File: config.mk
export PLATFORM = sky130hd
export DESIGN_NAME = kdarwin_counter_bank_flat
export DESIGN_NICKNAME = d
export VERILOG_FILES = /design/src/rtl/kdarwin_counter_pkg.sv /design/src/rtl/kdarwin_counter_bank_if.sv /design/src/rtl/kdarwin_counter_chan.sv /design/src/rtl/kdarwin_counter_bank.sv /design/src/flat_wrapper.sv
export SDC_FILE = /design/constraint.sdc
export NUM_CORES = 1
export LEC_CHECK = 0
export CAP_MARGIN = 20
export CORE_ASPECT_RATIO = 2
export CORE_MARGIN = 2
export CORE_UTILIZATION = 30
export CTS_CLUSTER_DIAMETER = 80
export DETAILED_ROUTE_END_ITERATION = 6
export PLACE_DENSITY = 0.61
export SLEW_MARGIN = 20
export SYNTH_ARGS = -nofsm -noshare
export SYNTH_HDL_FRONTEND = slang
export SYNTH_HIERARCHICAL = 1
export SYNTH_SLANG_ARGS = --single-unit
File: constraint.sdc
create_clock -name clk -period 7.72 [get_ports clk]
set_input_delay 1.158 -clock clk [delete_from_list [all_inputs] [get_ports clk]]
set_output_delay 1.158 -clock clk [all_outputs]
set_load 0.02 [all_outputs]
File: src/rtl/kdarwin_counter_pkg.sv
`default_nettype none
// +----------------------------------------------------------------------------+
// | kdarwin_counter_pkg : shared types and decode for the counter bank          |
// | Revision: 1.0                                                               |
// +----------------------------------------------------------------------------+
package kdarwin_counter_pkg;

    localparam int CNT_OP_W      = 3;
    localparam int CNT_MAX_WIDTH = 64;

    // Widest supported constants; users slice them down to their own width.
    localparam logic [CNT_MAX_WIDTH-1:0] CNT_ZERO     = '0;
    localparam logic [CNT_MAX_WIDTH-1:0] CNT_ONE      = 64'd1;
    localparam logic [CNT_MAX_WIDTH-1:0] CNT_ALL_ONES = '1;

    typedef enum logic [CNT_OP_W-1:0] {
        CNT_HOLD  = 3'd0,
        CNT_INC   = 3'd1,
        CNT_DEC   = 3'd2,
        CNT_LOAD  = 3'd3,
        CNT_CLEAR = 3'd4
    } cnt_op_t;

    function automatic cnt_op_t cnt_decode(input logic clear, input logic load,
                                           input logic incr, input logic decr);
        cnt_op_t op;
        if (clear)
            op = CNT_CLEAR;
        else if (load)
            op = CNT_LOAD;
        else if (incr && !decr)
            op = CNT_INC;
        else if (decr && !incr)
            op = CNT_DEC;
        else
            op = CNT_HOLD;
        return op;
    endfunction

endpackage
`default_nettype wire

File: src/rtl/kdarwin_counter_bank_if.sv
`default_nettype none
// +----------------------------------------------------------------------------+
// | kdarwin_counter_bank_if : control and status bundle of the counter bank     |
// | Revision: 1.0                                                               |
// +----------------------------------------------------------------------------+
interface kdarwin_counter_bank_if #(
    parameter int C_CHANNELS   = 4,
    parameter int C_WIDTH      = 16,
    parameter int C_STEP_WIDTH = 4
);
    logic                            clken;
    logic [C_CHANNELS-1:0]           clear;
    logic [C_CHANNELS-1:0]           load;
    logic [C_CHANNELS*C_WIDTH-1:0]   load_value;
    logic [C_CHANNELS-1:0]           incr;
    logic [C_CHANNELS-1:0]           decr;
    logic [C_STEP_WIDTH-1:0]         step;
    logic [C_WIDTH-1:0]              threshold;

    logic [C_CHANNELS*C_WIDTH-1:0]   count;
    logic [C_CHANNELS-1:0]           is_zero;
    logic [C_CHANNELS-1:0]           is_max;
    logic [C_CHANNELS-1:0]           thr_hit;
    logic [C_CHANNELS-1:0]           ovf;
    logic [C_CHANNELS-1:0]           unf;
    logic                            any_zero;
    logic                            all_zero;

    modport master (
        output clken, clear, load, load_value, incr, decr, step, threshold,
        input  count, is_zero, is_max, thr_hit, ovf, unf, any_zero, all_zero
    );

    modport slave (
        input  clken, clear, load, load_value, incr, decr, step, threshold,
        output count, is_zero, is_max, thr_hit, ovf, unf, any_zero, all_zero
    );
endinterface
`default_nettype wire

File: src/rtl/kdarwin_counter_chan.sv
`default_nettype none
// +----------------------------------------------------------------------------+
// | kdarwin_counter_chan : one up/down counter with flags and threshold pulse   |
// | Revision: 1.0                                                               |
// +----------------------------------------------------------------------------+
module kdarwin_counter_chan
    import kdarwin_counter_pkg::*;
#(
    parameter int                 C_WIDTH      = 16,
    parameter int                 C_STEP_WIDTH = 4,
    parameter logic [C_WIDTH-1:0] C_INIT       = '0,
    parameter int                 C_SATURATE   = 0
) (
    input  wire logic                    clk,
    input  wire logic                    rst_n,
    input  wire logic                    i_clken,
    input  wire logic                    i_clear,
    input  wire logic                    i_load,
    input  wire logic [C_WIDTH-1:0]      i_load_value,
    input  wire logic                    i_incr,
    input  wire logic                    i_decr,
    input  wire logic [C_STEP_WIDTH-1:0] i_step,
    input  wire logic [C_WIDTH-1:0]      i_threshold,
    output logic      [C_WIDTH-1:0]      o_count,
    output logic                         o_is_zero,
    output logic                         o_is_max,
    output logic                         o_thr_hit,
    output logic                         o_ovf,
    output logic                         o_unf,
    output logic                         o_next_zero
);

    localparam logic [C_WIDTH-1:0] c_zero = CNT_ZERO[C_WIDTH-1:0];
    localparam logic [C_WIDTH-1:0] c_max  = CNT_ALL_ONES[C_WIDTH-1:0];

    logic [C_WIDTH-1:0] r_count;
    logic               r_is_zero;
    logic               r_is_max;
    logic               r_thr_hit;
    logic               r_ovf;
    logic               r_unf;

    cnt_op_t            w_op;
    logic [C_WIDTH-1:0] w_step;
    logic [C_WIDTH:0]   w_sum;
    logic [C_WIDTH-1:0] w_diff;
    logic               w_borrow;
    logic [C_WIDTH-1:0] w_next;
    logic               w_ovf_next;
    logic               w_unf_next;
    logic               w_reload;
    logic               w_thr_next;

    always_comb begin
        w_op       = cnt_decode(i_clear, i_load, i_incr, i_decr);
        w_step     = C_WIDTH'(i_step);
        w_sum      = {1'b0, r_count} + {1'b0, w_step};
        w_diff     = r_count - w_step;
        w_borrow   = (w_step > r_count);
        w_next     = r_count;
        w_ovf_next = r_ovf;
        w_unf_next = r_unf;
        w_reload   = 1'b0;
        if (i_clken) begin
            case (w_op)
                CNT_CLEAR: begin
                    w_next     = C_INIT;
                    w_ovf_next = 1'b0;
                    w_unf_next = 1'b0;
                    w_reload   = 1'b1;
                end
                CNT_LOAD: begin
                    w_next   = i_load_value;
                    w_reload = 1'b1;
                end
                CNT_INC: begin
                    w_next = w_sum[C_WIDTH-1:0];
                    if (w_sum[C_WIDTH]) begin
                        w_ovf_next = 1'b1;
                        if (C_SATURATE != 0)
                            w_next = c_max;
                    end
                end
                CNT_DEC: begin
                    w_next = w_diff;
                    if (w_borrow) begin
                        w_unf_next = 1'b1;
                        if (C_SATURATE != 0)
                            w_next = c_zero;
                    end
                end
                default: ;
            endcase
        end
        // A load/clear onto the threshold re-arms the pulse even if the value is unchanged.
        w_thr_next = i_clken && (w_next == i_threshold)
                     && ((w_next != r_count) || w_reload);
    end

    always_ff @(posedge clk or negedge rst_n) begin
        if (!rst_n) begin
            r_count   <= C_INIT;
            r_is_zero <= (C_INIT == c_zero);
            r_is_max  <= (C_INIT == c_max);
            r_thr_hit <= 1'b0;
            r_ovf     <= 1'b0;
            r_unf     <= 1'b0;
        end else begin
            r_count   <= w_next;
            r_is_zero <= (w_next == c_zero);
            r_is_max  <= (w_next == c_max);
            r_thr_hit <= w_thr_next;
            r_ovf     <= w_ovf_next;
            r_unf     <= w_unf_next;
        end
    end

    assign o_count     = r_count;
    assign o_is_zero   = r_is_zero;
    assign o_is_max    = r_is_max;
    assign o_thr_hit   = r_thr_hit;
    assign o_ovf       = r_ovf;
    assign o_unf       = r_unf;
    assign o_next_zero = (w_next == c_zero);

endmodule
`default_nettype wire

File: src/rtl/kdarwin_counter_bank.sv
`default_nettype none
// +----------------------------------------------------------------------------+
// | kdarwin_counter_bank : multi-channel up/down counter bank with reductions   |
// | Revision: 1.0                                                               |
// +----------------------------------------------------------------------------+
module kdarwin_counter_bank
    import kdarwin_counter_pkg::*;
#(
    parameter int                 C_CHANNELS   = 4,
    parameter int                 C_WIDTH      = 16,
    parameter int                 C_STEP_WIDTH = 4,
    parameter logic [C_WIDTH-1:0] C_INIT       = '0,
    parameter int                 C_SATURATE   = 0
) (
    input  wire logic               clk,
    input  wire logic               rst_n,
    kdarwin_counter_bank_if.slave   bus
);

    localparam logic c_init_zero = (C_INIT == CNT_ZERO[C_WIDTH-1:0]);

    logic [C_CHANNELS*C_WIDTH-1:0] w_count;
    logic [C_CHANNELS-1:0]         w_is_zero;
    logic [C_CHANNELS-1:0]         w_is_max;
    logic [C_CHANNELS-1:0]         w_thr_hit;
    logic [C_CHANNELS-1:0]         w_ovf;
    logic [C_CHANNELS-1:0]         w_unf;
    logic [C_CHANNELS-1:0]         w_next_zero;
    logic                          r_any_zero;
    logic                          r_all_zero;

    generate
        for (genvar gi = 0; gi < C_CHANNELS; gi++) begin : g_chan
            kdarwin_counter_chan #(
                .C_WIDTH      (C_WIDTH),
                .C_STEP_WIDTH (C_STEP_WIDTH),
                .C_INIT       (C_INIT),
                .C_SATURATE   (C_SATURATE)
            ) u_chan (
                .clk          (clk),
                .rst_n        (rst_n),
                .i_clken      (bus.clken),
                .i_clear      (bus.clear[gi]),
                .i_load       (bus.load[gi]),
                .i_load_value (bus.load_value[gi*C_WIDTH +: C_WIDTH]),
                .i_incr       (bus.incr[gi]),
                .i_decr       (bus.decr[gi]),
                .i_step       (bus.step),
                .i_threshold  (bus.threshold),
                .o_count      (w_count[gi*C_WIDTH +: C_WIDTH]),
                .o_is_zero    (w_is_zero[gi]),
                .o_is_max     (w_is_max[gi]),
                .o_thr_hit    (w_thr_hit[gi]),
                .o_ovf        (w_ovf[gi]),
                .o_unf        (w_unf[gi]),
                .o_next_zero  (w_next_zero[gi])
            );
        end
    endgenerate

    // Reductions use next-state zero so they stay coherent with the counts.
    always_ff @(posedge clk or negedge rst_n) begin
        if (!rst_n) begin
            r_any_zero <= c_init_zero;
            r_all_zero <= c_init_zero;
        end else begin
            r_any_zero <= |w_next_zero;
            r_all_zero <= &w_next_zero;
        end
    end

    assign bus.count    = w_count;
    assign bus.is_zero  = w_is_zero;
    assign bus.is_max   = w_is_max;
    assign bus.thr_hit  = w_thr_hit;
    assign bus.ovf      = w_ovf;
    assign bus.unf      = w_unf;
    assign bus.any_zero = r_any_zero;
    assign bus.all_zero = r_all_zero;

endmodule
`default_nettype wire

File: src/flat_wrapper.sv
// flat-port wrapper written by rule: the top's interface ports become plain ports
module kdarwin_counter_bank_flat import kdarwin_counter_pkg::*;
#(
    parameter int                 C_CHANNELS   = 4,
    parameter int                 C_WIDTH      = 16,
    parameter int                 C_STEP_WIDTH = 4,
    parameter logic [C_WIDTH-1:0] C_INIT       = '0,
    parameter int                 C_SATURATE   = 0
)
  (clk, rst_n, bus_clken, bus_clear, bus_load, bus_load_value, bus_incr, bus_decr, bus_step, bus_threshold, bus_count, bus_is_zero, bus_is_max, bus_thr_hit, bus_ovf, bus_unf, bus_any_zero, bus_all_zero);
  kdarwin_counter_bank_if #(.C_CHANNELS(C_CHANNELS), .C_WIDTH(C_WIDTH), .C_STEP_WIDTH(C_STEP_WIDTH)) bus_i ();
  input  wire logic clk;
  input  wire logic rst_n;
  input wire logic [$bits(bus_i.clken)-1:0] bus_clken;
  input wire logic [$bits(bus_i.clear)-1:0] bus_clear;
  input wire logic [$bits(bus_i.load)-1:0] bus_load;
  input wire logic [$bits(bus_i.load_value)-1:0] bus_load_value;
  input wire logic [$bits(bus_i.incr)-1:0] bus_incr;
  input wire logic [$bits(bus_i.decr)-1:0] bus_decr;
  input wire logic [$bits(bus_i.step)-1:0] bus_step;
  input wire logic [$bits(bus_i.threshold)-1:0] bus_threshold;
  output wire logic [$bits(bus_i.count)-1:0] bus_count;
  output wire logic [$bits(bus_i.is_zero)-1:0] bus_is_zero;
  output wire logic [$bits(bus_i.is_max)-1:0] bus_is_max;
  output wire logic [$bits(bus_i.thr_hit)-1:0] bus_thr_hit;
  output wire logic [$bits(bus_i.ovf)-1:0] bus_ovf;
  output wire logic [$bits(bus_i.unf)-1:0] bus_unf;
  output wire logic [$bits(bus_i.any_zero)-1:0] bus_any_zero;
  output wire logic [$bits(bus_i.all_zero)-1:0] bus_all_zero;
  assign bus_i.clken = bus_clken;
  assign bus_i.clear = bus_clear;
  assign bus_i.load = bus_load;
  assign bus_i.load_value = bus_load_value;
  assign bus_i.incr = bus_incr;
  assign bus_i.decr = bus_decr;
  assign bus_i.step = bus_step;
  assign bus_i.threshold = bus_threshold;
  assign bus_count = bus_i.count;
  assign bus_is_zero = bus_i.is_zero;
  assign bus_is_max = bus_i.is_max;
  assign bus_thr_hit = bus_i.thr_hit;
  assign bus_ovf = bus_i.ovf;
  assign bus_unf = bus_i.unf;
  assign bus_any_zero = bus_i.any_zero;
  assign bus_all_zero = bus_i.all_zero;
  kdarwin_counter_bank #(.C_CHANNELS(C_CHANNELS), .C_WIDTH(C_WIDTH), .C_STEP_WIDTH(C_STEP_WIDTH), .C_INIT(C_INIT), .C_SATURATE(C_SATURATE)) u_core (.clk(clk), .rst_n(rst_n), .bus(bus_i));
endmodule
==> results by group, run 1 <==
Job
  • Maxcap violations: 0

Clocking
  • CTS tree: built
  • Clock tree root buffer cell: clkbuf_16
  • PostCTS Resize Cnt: 0
  • CTS Hold Buffers Added: 0
  • Clk sinks: 86
  • CTS clk-pin slew, worst paths: 0.08 ns
  • Clock buffer depth: 2
  • Skew-Pair Late Insertion Delay: 0.37 ns
  • Postcts setup bufs: 0
  • H-Tree Depth: 3
  • Num CTS Buffers: 9

Floorplan
  • Width of the die: 140 µm
  • Initial Util: between 30% and 40%
  • Io pins: 189
  • Core Footprint: 36900 µm²
  • Die height: 277 µm
  • Placement Rows: 100
  • Die area: 38900 µm²

Cells and area
  • Post-layout util: 37.1%
  • Area delta synth->final: 22.7%
  • Commonest non-fill, non-tap cell in the layout: clkdlybuf4s50_1
  • ANT cells: 0
  • Filler cells: roughly 3.9k
  • Most frequent cells in the layout: clkdlybuf4s50_1 (187), nand2_1 (132), nor2_1 (124), inv_1 (98), dfrtp_1 (80)
  • Nets: 1760
  • Layout cells sized above 1: about 7.3%

Global route
  • First-pass GRT wire length: 73000 µm
  • Initial antenna violation count: 0
  • Largest net degree at the start of global routing: 68
  • GRT Overall Usage: 24.1%
  • Gr ovfl total: 0
  • Vias in the first global route: 12.1k

Timing
  • Worst Skew: 0.0108 ns
  • Maximum clock rate: between 0.15 and 0.2 GHz
  • Max Slew Vio Count: 0
  • Worst slew pin tran: 1.19 ns
  • Fin crit period: between 5 and 6 ns
  • Final setup fails: 0
  • Final hold vios: 0
  • RSZ-0062 raised after global routing: false
  • Period Utilization, post-route: 74.0%
  • Relative slew slack: approximately a fifth
  • Setup TNS: 0 ns

Power
  • Comb pwr share: 50.7%
  • Switching pwr: 1.08 mW
  • Int Pwr: 1.22 mW
  • Leak pwr: 5.23 nW
  • Reg power frac: 28.7%
  • Power Dens Cells: 168 nW/µm²
  • Net Sw Frac: between 40% and 50%
  • Clock power share: 20.6%
  • Worst IR Drop VDD: 0.000122 V

Logic synthesis
  • Syn_nets: about 1.6k
  • Post-synth EDFFs: 0
  • Top post-synthesis cells by area: dfrtp_1 (18%), nand2_1 (4.4%), nor2_1 (4.2%)
  • Dominant synthesized flop cell: dfrtp_1
  • Cells after Synth: 1483
  • Post-synthesis sequential area ratio: 19.3%
  • Distinct cells, synth: approximately 110
  • Synth warnings: 6
  • Synth async-reset ratio: 100%
  • Syn avg cell area: 7.53 µm²
  • Cell taking the most area after synthesis: dfrtp_1
  • Seq cells post-synth: 86
  • Synth top area share: ~18%
  • Cell Area, Synth: approximately 11000 µm²

Route
  • Vias: around 13k
  • DRT iter0 DRCs: about 1.7k
  • Wirelength per Cell: around 23 µm
  • Detail-routed via count per cell: 6.22
  • Antenna Nets Post-Route: 0
  • DRC Markers: 0
  • Pre-antenna DRT Iters: 5
  • Routed Wire Length: approximately 48000 µm

Worst hold path
  • Hold Crit Class: reg -> reg

Place
  • PortBufs: approximately 190
  • Final GP Congestion: 0.974
  • Hpwl dp: 36200 µm

Setup path
  • Worst EP required: 8.03 ns
  • Worst-path fanout max: 12
  • Endpoint class of the critical path: flip-flop
  • Worst EP arrival: 6.02 ns
  • Critical path launch point type: primary input
  • CP Class: in -> reg

Status
  • Outcome: completed
## cell type report
type	count	area [µm²]	area share, %
clock inverter	6	68.8	0.502
multi-input combinational	1202	8200	59.9
sequential	86	2160	15.8
timing repair buffer	215	2080	15.2
tap	459	574	4.19
clock buffer	10	239	1.74
inverter	99	372	2.71
## critical path: stages
cell and delay [ns]:
clkdlybuf4s50_1 1.02, ha_1 0.31, inv_1 0.06, fa_1 0.41, nor3_1 0.29, or3_1 0.26
nand4_1 0.15, xor2_1 0.17, nor2_1 0.06, a221oi_1 0.56, o21ai_1 0.18, or4_1 0.56
nor4_1 0.50, and4_2 0.32
## sequential cells by signal, summed over array words and instances (netlist names)
signal                          flops
u_core/g_chan.u_chan/o_is_zero      4
u_core/g_chan.u_chan/o_unf          4
u_core/bus.any_zero                 1
u_core/g_chan.u_chan/o_ovf          4
u_core/bus.all_zero                 1
u_core/g_chan.u_chan/o_thr_hit      4
u_core/g_chan.u_chan/o_count       64
u_core/g_chan.u_chan/o_is_max       4
## logic make-up (layout without fill, tap and decap cells)
logic type / after synthesis / count (layout) / share of synthesized area [%]
compound gates: 477 / 477 / 31.9
xor+xnor: 81 / 81 / 6.36
fa+ha+maj: 44 / 44 / 5.47
buf+inv: 195 / 330 / 7.35
flops: 86 / 86 / 19.3
mux: 13 / 13 / 1.18
simple gates: 587 / 587 / 28.4
## power groups by stage
stage	clock network, mW	registers, mW	logic, mW
global placement	0	0.668	1.14
detailed placement	0	0.665	1.14
finish	0.475	0.662	1.17
floorplan	0	0.622	0.742
global route	0.507	0.674	1.25
CTS	0.492	0.657	1.15
## cells in the mapped netlist, types with 8 or more instances
cell type  instances
mux2i_1           12
or4_1             19
nor2b_1           22
a31oi_1           21
o21ai_1           12
nand2b_1          21
o21a_1            18
ha_1              36
nor4_1            25
o21ai_0           65
o2111ai_1          8
o31ai_1           10
nor2_1           124
inv_1             98
a21oi_1           74
a211o_1           11
a21o_1            15
a2111oi_0          8
xnor2_1           49
a22oi_1            8
a211oi_1          29
xor2_1            32
or2_2              8
nand4_1           26
nor3_1            54
nor4b_1           11
and3_1            19
o211ai_1          19
a221o_1            8
o22ai_1           18
nand3_1           49
fa_1               8
clkbuf_1          56
nor3b_1            9
a32oi_1            9
or3_1              9
and4_1             9
buf_2             25
a221oi_1          20
o221ai_1          13
dfrtp_1           80
nand2_1          132
## path summary, 6_finish.rpt
kind | startpoint | end | slack (ns) | depth (start not counted)
max | bus_step[0] | u_core/bus.all_zero$_DFF_PN1_ | 2.01 | 14
min | u_core/g_chan[0].u_chan/o_unf$_DFFE_PN0P_ | u_core/g_chan[0].u_chan/o_unf$_DFFE_PN0P_ | 0.47 | 2
max reg2reg | u_core/g_chan[0].u_chan/o_count[8]$_DFF_PN0_ | u_core/bus.all_zero$_DFF_PN1_ | 3.43 | 10
min reg2reg | u_core/g_chan[0].u_chan/o_unf$_DFFE_PN0P_ | u_core/g_chan[0].u_chan/o_unf$_DFFE_PN0P_ | 0.47 | 2
max in group asynchronous | rst_n | u_core/g_chan[2].u_chan/o_count[13]$_DFF_PN0_ | 5.81 | 2
min in group asynchronous | rst_n | u_core/g_chan[0].u_chan/o_count[12]$_DFF_PN0_ | 0.67 | 1
## per-stage QoR
step                      worst slack [ns]  total power, mW  instance area, µm²  cells  hold slack, ns
after floorplan                       3.55             1.36               11200   1483           0.570
after global placement                1.78             1.81               13400   2061           0.454
after detailed placement              1.66             1.81               13400   2061           0.459
after CTS                             2.04             2.30               13700   2077           0.477
after global routing                  1.68             2.44               13700   2077           0.512
final                                 2.01             2.31               13700   2077           0.472
## routing by layer
metal | global-route usage (%) | wire (µm) | vias up | share of wire, %
met5 | 0 | 0 | - | 0
met4 | 9.61 | 2020 | 0 | 4.2
met2 | 38.4 | 22100 | 823 | 46
met1 | 31.8 | 19700 | 6096 | 41
met3 | 4.72 | 4470 | 124 | 9.2
li1 | - | - | 5871 | -
(Power assumes the default switching activity.)
==> run 2: changes to the inputs <==
==> constraint.sdc (replaced) <==
create_clock -name clk -period 5.4 [get_ports clk]
set_input_delay 0.81 -clock clk [delete_from_list [all_inputs] [get_ports clk]]
set_output_delay 0.81 -clock clk [all_outputs]
set_load 0.02 [all_outputs]
==> results by group, run 2 (synthesis results as in run 1) <==
Status
  • Outcome: completed (unchanged)

Floorplan
  • Io pins: 189 (unchanged)
  • Placement Rows: 100 (unchanged)
  • Width of the die: 140 µm (unchanged)
  • Initial Util: 30.2% (unchanged)
  • Die area: 38900 µm² (unchanged)
  • Core Footprint: 36900 µm² (unchanged)
  • Die height: 277 µm (unchanged)

Timing
  • Max Slew Vio Count: 0 (unchanged)
  • Final hold vios: 0 (unchanged)
  • Setup TNS: 0 ns (unchanged)
  • RSZ-0062 raised after global routing: false (unchanged)
  • Worst Skew: 0.0161 ns (was 0.0108 ns)
  • Final WS setup: 0.563 ns (was 2.01 ns)
  • Relative slew slack: 32.3% (was 20.7%)
  • Maximum clock rate: between 0.2 and 0.25 GHz
  • Final setup fails: 0 (unchanged)
  • Fin crit period: approximately 4.8 ns
  • Period Utilization, post-route: 89.6%
  • Worst slew pin tran: 1.00 ns (was 1.19 ns)

Global route
  • Initial antenna violation count: 0 (unchanged)
  • Gr ovfl total: 0 (unchanged)
  • Vias in the first global route: 12.5k (was 12.1k)
  • Largest net degree at the start of global routing: 46 (was 68)
  • GRT Overall Usage: 25.1% (was 24.1%)
  • First-pass GRT wire length: 75200 µm (was 73000 µm)

Route
  • Routed Wire Length: 50800 µm (was 48300 µm)
  • Detail-routed via count per cell: 6.23 (was 6.22)
  • Vias: 13.2k (was 12.9k)
  • DRC Markers: 0 (unchanged)
  • DRT iter0 DRCs: 1579 (was 1696)
  • Pre-antenna DRT Iters: 5 (unchanged)
  • Antenna Nets Post-Route: 0 (unchanged)
  • Wirelength per Cell: 23.9 µm (was 23.3 µm)

Place
  • PortBufs: 188 (unchanged)
  • Cell total after placement: 2109 (was 2061)
  • Placed Area: 13700 µm² (was 13400 µm²)
  • Hpwl dp: 38700 µm (was 36200 µm)
  • Placement Setup Slack: 0.227 ns (was 1.66 ns)
  • Final GP Congestion: 0.996 (was 0.974)

Setup path
  • Crit path max-delay family: compound AO/OA/AOI/OAI gates (was simple AND/OR/NAND/NOR gates)
  • Worst EP arrival: 5.15 ns (was 6.02 ns)
  • Endpoint class of the critical path: flip-flop (unchanged)
  • Critical path buffer and inverter count: 4 (was 2)
  • Crit-path cells: clkdlybuf4s50_1 -> inv_1 -> ha_1 -> nor2_1 -> o21ai_2 -> a2111oi_1 -> o21ai_1 -> a21oi_1 -> o22ai_1 -> buf_4 -> or4_1 -> nor4_1 -> buf_4 -> and4_2 (was clkdlybuf4s50_1 -> ha_1 -> inv_1 -> fa_1 -> nor3_1 -> or3_1 -> nand4_1 -> xor2_1 -> nor2_1 -> a221oi_1 -> o21ai_1 -> or4_1 -> nor4_1 -> and4_2)
  • Worst path max stage delay: 0.90 ns (was 1.02 ns)
  • CP Class: in -> reg (unchanged)
  • Critical path launch point type: primary input (unchanged)
  • Worst EP required: 5.71 ns (was 8.03 ns)
  • Worst-path fanout max: 10 (was 12)
  • Most frequent CP cell: buf_4
  • CP max stage cell: clkdlybuf4s50_1 (unchanged)

Clocking
  • CTS clk-pin slew, worst paths: 0.08 ns (about the same)
  • Postcts setup bufs: 0 (unchanged)
  • Clock buffer depth: 2 (unchanged)
  • Clk sinks: 86 (unchanged)
  • PostCTS Resize Cnt: 0 (unchanged)
  • H-Tree Depth: 3 (unchanged)
  • Clock tree root buffer cell: clkbuf_16 (unchanged)
  • CTS tree: built (unchanged)
  • CTS Hold Buffers Added: 0 (unchanged)
  • Num CTS Buffers: 9 (unchanged)
  • Skew-Pair Late Insertion Delay: 0.38 ns (was 0.37 ns)

Worst hold path
  • Hold Crit Class: in -> async (was reg -> reg)

Cells and area
  • Non-Filler Instances: 2125 (was 2077)
  • Multi-input logic area: 8190 µm² (was 8200 µm²)
  • Most frequent cells in the layout: clkdlybuf4s50_1 (187), nand2_1 (132), nor2_1 (124), inv_1 (98), dfrtp_1 (80) (unchanged)
  • Nets: 1808 (was 1760)
  • Post-layout util: 38.1% (was 37.1%)
  • Max FFs per register: 64 (unchanged)
  • Register Area: 2160 µm² (unchanged)
  • Post-route design area: 14100 µm² (was 13700 µm²)
  • Layout cells sized above 1: 9.90% (was 7.29%)
  • Area delta synth->final: 26.1% (was 22.7%)
  • Filler cells: 3815 (was 3861)
  • ANT cells: 0 (unchanged)
  • Commonest non-fill, non-tap cell in the layout: clkdlybuf4s50_1 (unchanged)

Power
  • Leak pwr: 5.48 nW (was 5.23 nW)
  • Worst IR Drop VDD: 0.000172 V (was 0.000122 V)
  • Power Dens Cells: 242 nW/µm² (was 168 nW/µm²)

Job
  • Maxcap violations: 0 (unchanged)
run 2: cell types whose count changed in the layout (fill, tap and decap cells not counted):
cell / before / now
buf_4: 28 / 76
bufinv_16: 1 / 2
clkinv_2: 1 / 0
clkinv_4: 1 / 2
inv_6: 2 / 1
nor4b_1: 8 / 9
nor4b_2: 8 / 7
run 2: path summary, 6_finish.rpt:
kind / from / endpoint / slack (ns) / cells after the start
worst min-delay path: rst_n / u_core/g_chan[0].u_chan/o_ovf$_DFFE_PN0P_ / 0.46 / 1
max in group asynchronous: rst_n / u_core/g_chan[2].u_chan/o_count[8]$_DFF_PN0_ / 3.86 / 2
min in group clk: u_core/g_chan[0].u_chan/o_unf$_DFFE_PN0P_ / u_core/g_chan[0].u_chan/o_unf$_DFFE_PN0P_ / 0.48 / 2
worst min register to register: u_core/g_chan[0].u_chan/o_unf$_DFFE_PN0P_ / u_core/g_chan[0].u_chan/o_unf$_DFFE_PN0P_ / 0.48 / 2
worst max register to register: u_core/g_chan[2].u_chan/o_count[1]$_DFF_PN0_ / u_core/bus.all_zero$_DFF_PN1_ / 1.30 / 10
worst max-delay path: bus_step[2] / u_core/bus.all_zero$_DFF_PN1_ / 0.56 / 14
run 2: routing by layer:
layer	GRT usage, %	share of wire [%]	vias up
met1	32.0	40	6251
met4	13.0	5.8	0
li1	-	-	5963
met3	4.53	8.9	170
met2	40.3	46	855
met5	0	0	-
run 2: metrics by stage:
stage / power [mW] / hold WS (ns)
final: 3.41 / 0.464
after global routing: 3.58 / 0.500
after CTS: 3.39 / 0.474
after detailed placement: 2.64 / 0.468
after global placement: 2.65 / 0.462
after floorplan: 1.95 / 0.514
run 2: power breakdown:
part	total [mW]	switching, mW	internal [mW]	leakage [nW]
Combinational	1.74	1.04	0.702	4.21
Sequential	0.947	0.233	0.714	1.11
Clock	0.726	0.304	0.422	0.159
run 2: cell type report:
| type | count | share of cell area [%] |
|---|---|---|
| Multi-Input combinational cell | 1202 | 58.2 |
| Timing Repair Buffer | 263 | 17.4 |
| Sequential cell | 86 | 15.3 |
| Tap cell | 459 | 4.08 |
| Inverter | 99 | 2.64 |
| Clock buffer | 10 | 1.70 |
| Clock inverter | 6 | 0.667 |
==> run 3: changes to the inputs <==
--- a/config.mk
+++ b/config.mk
@@ -12,7 +12,6 @@
 export CTS_CLUSTER_DIAMETER = 80
 export DETAILED_ROUTE_END_ITERATION = 6
 export PLACE_DENSITY = 0.61
-export SLEW_MARGIN = 20
 export SYNTH_ARGS = -nofsm -noshare
 export SYNTH_HDL_FRONTEND = slang
 export SYNTH_HIERARCHICAL = 1
==> results of run 3 <==
Final layout, timing and power as in run 2 (identical DEF).
